===== src/rtl/bin_to_bcd_pkg.sv =====
// bin_to_bcd_pkg
//   Shared types and helpers for the sequential binary-to-BCD converter.
//   - state_t        : converter FSM states (IDLE, SHIFT, DONE)
//   - bcd_digits_for : minimum BCD digit count for a binary width, used by
//                      the converter's elaboration check and by tops that
//                      size the DIGITS parameter.
package bin_to_bcd_pkg;

  typedef enum logic [1:0] {
    IDLE  = 2'd0,
    SHIFT = 2'd1,
    DONE  = 2'd2
  } state_t;

  // Largest magnitude is 2^width-1 (unsigned) or 2^(width-1) (signed, the
  // magnitude of the most negative value).
  function automatic int unsigned bcd_digits_for(input int unsigned width,
                                                 input bit          is_signed);
    longint unsigned maxv;
    longint unsigned pow;
    int unsigned     d;
    if (is_signed) maxv = 64'd1 << (width - 1);
    else           maxv = (64'd1 << width) - 64'd1;
    pow = 64'd1;
    d   = 0;
    while (pow <= maxv) begin
      pow = pow * 64'd10;
      d   = d + 1;
    end
    if (d == 0) d = 1;
    return d;
  endfunction

endpackage


===== src/rtl/bin_to_bcd_seq_adj.sv =====
// bcd_digit_adj
//   Combinational double-dabble correction cell for one BCD digit:
//   q = d + 3 when d >= 5, otherwise q = d.
//   Ports:
//     d  in  4  scratch digit before the shift
//     q  out 4  corrected digit
module bcd_digit_adj (
  input  logic [3:0] d,
  output logic [3:0] q
);

  always_comb begin
    q = d;
    if (d >= 4'd5) q = d + 4'd3;
  end

endmodule


===== src/rtl/bin_to_bcd_seq.sv =====
// bin_to_bcd_seq
//   Sequential binary-to-BCD converter (shift-and-add-3), one operand bit
//   per clock, with a start/busy/valid handshake.
//   Parameters:
//     BIN_W   binary input width (4..32)
//     DIGITS  number of BCD output digits
//   Ports:
//     i_clk    in   1         clock, rising edge
//     i_rst    in   1         synchronous active-high reset
//     i_start  in   1         conversion request, sampled only in IDLE
//     i_bin    in   BIN_W     operand, captured on the accepting edge
//     o_busy   out  1         conversion in progress
//     o_valid  out  1         one-cycle pulse, o_bcd updated this cycle
//     o_bcd    out  4*DIGITS  packed BCD result, digit 0 in [3:0]
//     o_neg    out  1         result sign (only with BIN_TO_BCD_SIGNED_EN)
//   Build option:
//     BIN_TO_BCD_SIGNED_EN  treat i_bin as two's complement; converts the
//                           magnitude and reports the sign on o_neg.
module bin_to_bcd_seq
  import bin_to_bcd_pkg::*;
#(
  parameter int unsigned BIN_W  = 8,
  parameter int unsigned DIGITS = 3
) (
  input  logic                  i_clk,
  input  logic                  i_rst,
  input  logic                  i_start,
  input  logic [BIN_W-1:0]      i_bin,
  output logic                  o_busy,
  output logic                  o_valid,
`ifdef BIN_TO_BCD_SIGNED_EN
  output logic                  o_neg,
`endif
  output logic [4*DIGITS-1:0]   o_bcd
);

  localparam int unsigned CNT_W = $clog2(BIN_W + 1);
  localparam int unsigned SCR_W = 4 * DIGITS;
`ifdef BIN_TO_BCD_SIGNED_EN
  localparam bit SIGNED_EN = 1'b1;
`else
  localparam bit SIGNED_EN = 1'b0;
`endif

  if (BIN_W < 4 || BIN_W > 32) begin : g_bad_width
    $error("bin_to_bcd_seq: BIN_W must be in 4..32");
  end
  if (DIGITS < bcd_digits_for(BIN_W, SIGNED_EN)) begin : g_bad_digits
    $error("bin_to_bcd_seq: DIGITS too small for BIN_W");
  end

  state_t             state, next_state;
  logic [BIN_W-1:0]   opr;
  logic [SCR_W-1:0]   scr;
  logic [SCR_W-1:0]   scr_adj;
  logic [CNT_W-1:0]   cnt;
  logic [BIN_W-1:0]   load_val;

`ifdef BIN_TO_BCD_SIGNED_EN
  logic neg_r;
  // Unsigned BIN_W-bit negation: the most negative value maps to 2^(BIN_W-1).
  assign load_val = i_bin[BIN_W-1] ? (~i_bin + BIN_W'(1)) : i_bin;
`else
  assign load_val = i_bin;
`endif

  for (genvar g = 0; g < DIGITS; g++) begin : g_adj
    bcd_digit_adj u_adj (
      .d (scr[4*g +: 4]),
      .q (scr_adj[4*g +: 4])
    );
  end

  always_ff @(posedge i_clk) begin
    if (i_rst) state <= IDLE;
    else       state <= next_state;
  end

  // SHIFT spends BIN_W cycles shifting plus one cycle seeing cnt==0.
  always_comb begin
    next_state = state;
    case (state)
      IDLE:    if (i_start) next_state = SHIFT;
      SHIFT:   if (cnt == '0) next_state = DONE;
      DONE:    next_state = IDLE;
      default: next_state = IDLE;
    endcase
  end

  always_ff @(posedge i_clk) begin
    if (i_rst) begin
      opr     <= '0;
      scr     <= '0;
      cnt     <= '0;
      o_busy  <= 1'b0;
      o_valid <= 1'b0;
      o_bcd   <= '0;
`ifdef BIN_TO_BCD_SIGNED_EN
      neg_r   <= 1'b0;
      o_neg   <= 1'b0;
`endif
    end else begin
      o_valid <= 1'b0;
      o_busy  <= 1'b0;
      case (state)
        IDLE: begin
          if (i_start) begin
            opr <= load_val;
            scr <= '0;
            cnt <= CNT_W'(BIN_W);
`ifdef BIN_TO_BCD_SIGNED_EN
            neg_r <= i_bin[BIN_W-1];
`endif
          end
        end
        SHIFT: begin
          // Busy is registered one edge behind the state so it covers
          // exactly the BIN_W shifting edges.
          o_busy <= (cnt != '0);
          if (cnt != '0) begin
            {scr, opr} <= {scr_adj, opr} << 1;
            cnt        <= cnt - CNT_W'(1);
          end
        end
        DONE: begin
          o_bcd   <= scr;
          o_valid <= 1'b1;
`ifdef BIN_TO_BCD_SIGNED_EN
          o_neg   <= neg_r;
`endif
        end
        default: ;
      endcase
    end
  end

endmodule


===== config.mk =====
export PLATFORM = sky130hd
export DESIGN_NAME = bin_to_bcd_seq
export DESIGN_NICKNAME = d
export VERILOG_FILES = /design/src/rtl/bin_to_bcd_pkg.sv /design/src/rtl/bin_to_bcd_seq_adj.sv /design/src/rtl/bin_to_bcd_seq.sv
export SDC_FILE = /design/constraint.sdc
export NUM_CORES = 1
export LEC_CHECK = 0
export BUFFER_PORTS_ARGS = -buffer_cell sky130_fd_sc_hd__buf_2
export CAP_MARGIN = 10
export CELL_PAD_IN_SITES_DETAIL_PLACEMENT = 0
export CELL_PAD_IN_SITES_GLOBAL_PLACEMENT = 1
export CORE_MARGIN = 2
export CORE_UTILIZATION = 45
export DETAILED_ROUTE_END_ITERATION = 7
export PLACE_DENSITY_LB_ADDON = 0.1
export SYNTH_ARGS = -nofsm -noshare
export SYNTH_HDL_FRONTEND = slang
export SYNTH_SLANG_ARGS = --single-unit

===== constraint.sdc =====
create_clock -name i_clk -period 4.7 [get_ports i_clk]
set_clock_uncertainty 0.05 [all_clocks]
set_input_delay 0.705 -clock i_clk [delete_from_list [all_inputs] [get_ports i_clk]]
set_output_delay 0.705 -clock i_clk [all_outputs]
set_load 0.1 [all_outputs]

# --- Yosys cells after proc, flatten, opt, wreduce, memory -nomap -nowiden ---
# Index checks and enable logic that the tools add are counted.
classes:
  n_addsub: 4
  magnitude_cmp: 3
  n_eq_ne: 5
  mux: 16
  n_bitwise: 1
  reduce_logical: 7
ops:
  columns: ["op", "n"]
  rows:
  - ["two-way mux 12 bit", 2]
  - ["case mux 12 bit (2 select lines)", 1]
  - ["two-way mux 4 bit", 4]
  - ["two-way mux 8 bit", 2]
  - ["case mux 8 bit (2 select lines)", 1]
  - ["greater-or-equal comparator 4 x 3 -> 1 bit (second input constant)", 3]
  - ["adder 4 x 2 -> 4 bit (second input constant)", 2]
  - ["case mux 4 bit (2 select lines)", 1]
  - ["inequality test 2 bit (second input constant)", 3]
  - ["zero test 4 bit", 1]
  - ["two-way mux 2 bit", 2]
  - ["case mux 2 bit (2 select lines)", 1]
  - ["nonzero test 4 bit", 1]
  - ["subtractor 4 x 1 -> 4 bit (second input constant)", 1]
  - ["adder 3 x 2 -> 3 bit (second input constant)", 1]
  - ["two-way mux 3 bit", 1]
  - ["AND reduction 3 bit", 1]
  - ["equality test 2 x 1 -> 1 bit (second input constant)", 1]
  - ["equality test 2 bit (second input constant)", 1]
  - ["zero test 2 bit", 1]
  - ["AND reduction 2 bit", 1]
  - ["nonzero test 2 bit", 1]
  - ["OR reduction 2 bit", 1]
  - ["two-way mux 1 bit", 1]
  - ["NOT 1 bit", 1]
word_totals:
  regBits: 40
  inputBits: 11
  output_inout_bits: 14
  elab_cells: 43

# --- Logic depth before layout (Yosys ltp) ---
depth:
  word_depth: 4
  depth_mapped: 7
  ltp_nobuf: 6

# --- Hierarchy ---
# From an unflattened synthesis, not the netlist that was laid out.
hier_totals:
  cells_unflattened: 241
  area_unflattened_um2: 1898.1
modules_own_cells:
  columns: ["module", "n_inst", "cells_per_inst", "area_each_um2"]
  rows:
  - ["bin_to_bcd_seq", 1, 193, 1594.0]
  - ["bcd_digit_adj", 3, 16, 101.3]

# --- Worst setup path after synthesis ---
# OpenSTA, ideal clock, no wires.
synth_path:
  kind: "register -> register"
  start: "register cnt[0]"
  end: "register scr[10]"
  arrival_time_ns: 1.518
  required_time_ns: 4.533
  path_slack_ns: 3.015
  stages_incl_launch_ff: 7
  n_path_buf: 0
  period_less_slack_ns: 1.685
  cell_sequence: "dfxtp_1 -> inv_1 -> ha_1 -> nor3b_4 -> a211oi_2 -> nor2_1 -> a22o_1"
synth_via:
  elab_chain_len: 3
synth_rtl:
  columns: ["element", "line", "source"]
  rows:
  - ["start: declaration", "bin_to_bcd_seq.sv:56", "logic [CNT_W-1:0] cnt;"]
  - ["start signal: assignment", "bin_to_bcd_seq.sv:110", "cnt <= CNT_W'(BIN_W);"]
  - ["start signal: assignment", "bin_to_bcd_seq.sv:122", "cnt <= cnt - CNT_W'(1);"]
  - ["nonzero test 4 bit", "bin_to_bcd_seq.sv:120", "if (cnt != '0) begin"]
  - ["inequality test 2 bit (no source line)", null, null]
  - ["AND reduction 3 bit (no source line)", null, null]
  - ["end signal: assignment", "bin_to_bcd_seq.sv:121", "{scr, opr} <= {scr_adj, opr} << 1;"]
  - ["end: declaration", "bin_to_bcd_seq.sv:54", "logic [SCR_W-1:0] scr;"]
# No other way between the ends.
# A chain may end at the register's enable or synchronous reset.

# --- Final worst setup path ---
layout_path:
  start: "register cnt[0]"
  end: "register scr[8]"
# Same word-level chain as after synthesis.

==> results.md <==
- Gpl congestion: 0.764
- Hold Violations, Final: 0
- Post-DRT Antenna Nets: 0
- Min cycle time layout: 2.35 ns
- Final nets: 237
- R2R depth: 6
- Number of distinct library cells after synthesis: 32
- Power Density: 402 nW/µm²
- GRT Total Usage: 17.4%
- Total global routing overflow: 0
- Starting density of the core: 47.4%
- Slowest stage delay, CP: 0.72 ns
- Vias in the first global route: 1,289
- Synth Area per Inst: 8.96 µm²
- Die Height: 66.3 µm
- Warnings from Yosys: 0
- P_int: 0.000595 W
- Hold/Removal Path Class: register to register
- Clock power share: 37.4%
- Critical path class: register to register
- Combinational fraction of design power: 15.9%
- VDD IR-drop max: 178 µV
- Vias: 1,389
- Antenna violations before repair: 0
- Pin slew with the least headroom to its limit: 0.813 ns
- Cts bufs inserted: 5
- Global-route wire length before repair: 5760 µm
- # rows: 22
- Clk buf depth: 2
- Post-cts sizing count: 0
- Met1 Wirelength: 1510 µm
- WHS Path Cells: 2
- First-pass DRT Iterations: 4
- Slew HR: 45.7%
- Setup Fix Bufs, Post-CTS: 0
- Register area share after synthesis: 45.8%
- Final TNS setup: 0 ns
- Clk slew on worst S/H paths: 0.07 ns
- Unrepaired setup endpoints after global routing: no
- Vias per cell: 5.20
- DP HPWL: 2410 µm
- Syn_nets: 214
- Layout cell share with drive strength beyond 1: 16.4%
- Die area: 4400 µm²
- Clock insertion delay at the later pin of the skew report: 0.29 ns
- # DRC: 0
- Setup crit start kind: register
- Syn Std Cell Area: 1750 µm²
- Wirelength, routed: 3390 µm
- Iteration-0 DRC Markers: 47
- Worst r2r src: cnt[0]
- Total clock sinks: 40
- Endpoint class of the critical path: register
- Hold path endpoint: o_bcd[4]
- Crit share post-route: 50.0%
- Sequential Power Share: 46.7%
- Outcome: finished clean
- Fill cell count: 373
- CTS H-tree lvls: 2
- Met2 WL: 1620 µm
- Delay-heaviest family, CP: compound AO/OA/AOI/OAI gates
- Cell Chain, Critical Path: inv_1 -> ha_1 -> nor3b_4 -> a211oi_2 -> nor2_1 -> a22o_1
- Slowest CP cell: a211oi_2
- Sw Share: 26.5%
- CTS tree: done
- Setup violators final: 0
- IO Count: 25
- Yosys reg bits: 40
- Asr flop ratio synth: 0%
- Required time at the worst-slack endpoint: 4.84 ns
- Lkg Pwr: 0.853 nW
- Largest net degree at the start of global routing: 35
- Reg-to-reg setup timing slack: 2.35 ns
- Worst R2R End: scr[8]
- EDFF count, synth: 0
- Critical Path Stages: 6
- P&R area growth vs syn: 15.2%
- # Max-Cap Violations: 0
- Routed WL per cell: 12.7 µm
- Hold_buf cts: 0
- Finished Layout Cells: 267
- Dpl cells: 259
- Max Freq: 425 MHz
- Cells after Synth: 195
- Net Switching: 0.000214 W
- Highest Signal Layer: met4
- Pins Over Slew Limit: 0
- I/O Buffers: 24
- WL met3: 168 µm
- Core Box Area: 3690 µm²
- Worst Path Buf+Inv: 1
- Max FO, Critical Path: 14
- WP data arrival: 2.49 ns
- Worst hold start: o_bcd[4]
- Root buffer selected by CTS: clkbuf_8
- Most used flip-flop cell after synthesis: dfxtp_1
- Diodes inserted: 0
- Die width: 66.3 µm
==> cells by family after synthesis <==
logic type | Yosys count | synth area share, %
simple gates | 70 | 18.8
flops | 40 | 45.8
compound gates | 48 | 18.3
buf+inv | 16 | 4.08
xor+xnor | 3 | 1.50
fa+ha+maj | 8 | 5.73
mux | 10 | 5.73
==> cells in the final DEF (no fill, tap or decap) <==
master	n
nor2_1	21
nor3b_4	1
xnor2_1	3
ha_1	8
or4_1	1
a2bb2oi_1	1
a21oi_1	19
inv_1	8
o21ai_0	5
dfxtp_1	40
bufinv_16	1
nor3_1	1
a211oi_2	1
buf_2	24
nor3b_1	2
a22o_1	8
nand2b_1	7
nor3_2	1
and2b_1	1
o211ai_1	3
a222oi_1	1
a31oi_1	1
nand2_1	29
mux2i_1	10
a211oi_1	6
or2_2	1
or3_1	2
a211o_1	1
clkbuf_8	7
nand3_1	3
a22oi_1	2
==> power groups by stage <==
stage,registers (W),logic [W],clock network (W)
6_report,0.000378,0.000128,0.000303
3_5_place_dp,0.000385,0.000130,0
5_1_grt,0.000381,0.000144,0.000328
3_3_place_gp,0.000384,0.000125,0
2_1_floorplan,0.000390,0.000100,0
4_1_cts,0.000377,0.000130,0.000311
==> Yosys cell counts (2+ instances only) <==
cell type | instances | area (µm²)
nand2_1 | 29 | 109
o21ai_0 | 5 | 25.0
or3_1 | 2 | 12.5
nand2b_1 | 7 | 43.8
mux2i_1 | 10 | 100
dfxtp_1 | 40 | 801
inv_1 | 8 | 30.0
o211ai_1 | 3 | 22.5
buf_1 | 2 | 7.51
clkbuf_1 | 4 | 15.0
a22o_1 | 8 | 70.1
nor2_1 | 21 | 78.8
a211oi_1 | 6 | 45.0
nand3_1 | 3 | 15.0
a22oi_1 | 2 | 15.0
ha_1 | 8 | 100
xnor2_1 | 3 | 26.3
nor3b_1 | 2 | 15.0
a21oi_1 | 19 | 95.1
==> tightest hold or removal path, cell delays in order, from the launching register on <==
cell     delay, ns
dfxtp_1       0.31
nand2_1       0.05
a21oi_1       0.05
==> sequential cells by signal (all words and copies together), names as in the netlist <==
name / count
opr: 8
o_bcd: 12
cnt: 4
o_busy: 1
scr: 12
o_valid: 1
state: 2
==> how the worst max path moves through the flow <==
stage              end  slack (ns)    start
3_3_place_gp    scr[1]        2.40  i_start
6_report        scr[8]        2.35   cnt[0]
4_1_cts         scr[6]        2.37   cnt[0]
5_1_grt         scr[2]        2.14   cnt[0]
3_5_place_dp    scr[6]        2.33  i_start
2_1_floorplan  scr[10]        3.01   cnt[0]
==> layer usage <==
layer / vias to the layer above / global-route usage (%)
li1: 721 / -
met1: 630 / 20.0
met2: 29 / 29.3
met3: 9 / 5.62
met4: 0 / 7.65
met5: - / 0
==> through the flow <==
stage | area [µm²] | power (W) | worst slack (ns) | hold WS (ns) | util, %
2_1_floorplan | 1750 | 0.000490 | 3.01 | 0.395 | -
3_3_place_gp | 1890 | 0.000509 | 2.40 | 0.389 | 51.1
3_5_place_dp | 1890 | 0.000515 | 2.33 | 0.396 | 51.1
4_1_cts | 2010 | 0.000818 | 2.37 | 0.406 | 54.5
5_1_grt | 2010 | 0.000852 | 2.14 | 0.417 | 54.5
6_report | 2010 | 0.000809 | 2.35 | 0.402 | 54.5
==> final cells by class <==
type	count	area (µm²)	share of cell area, %
well taps	48	60.1	2.99
multi-input cells	139	875	43.5
clock inverters	1	30.0	1.49
inverters	8	30.0	1.49
repair buffers	24	120	5.97
clock buffers	7	96.3	4.79
flip-flops and latches	40	801	39.8
Note: power is estimated with default switching activity, not from simulation.
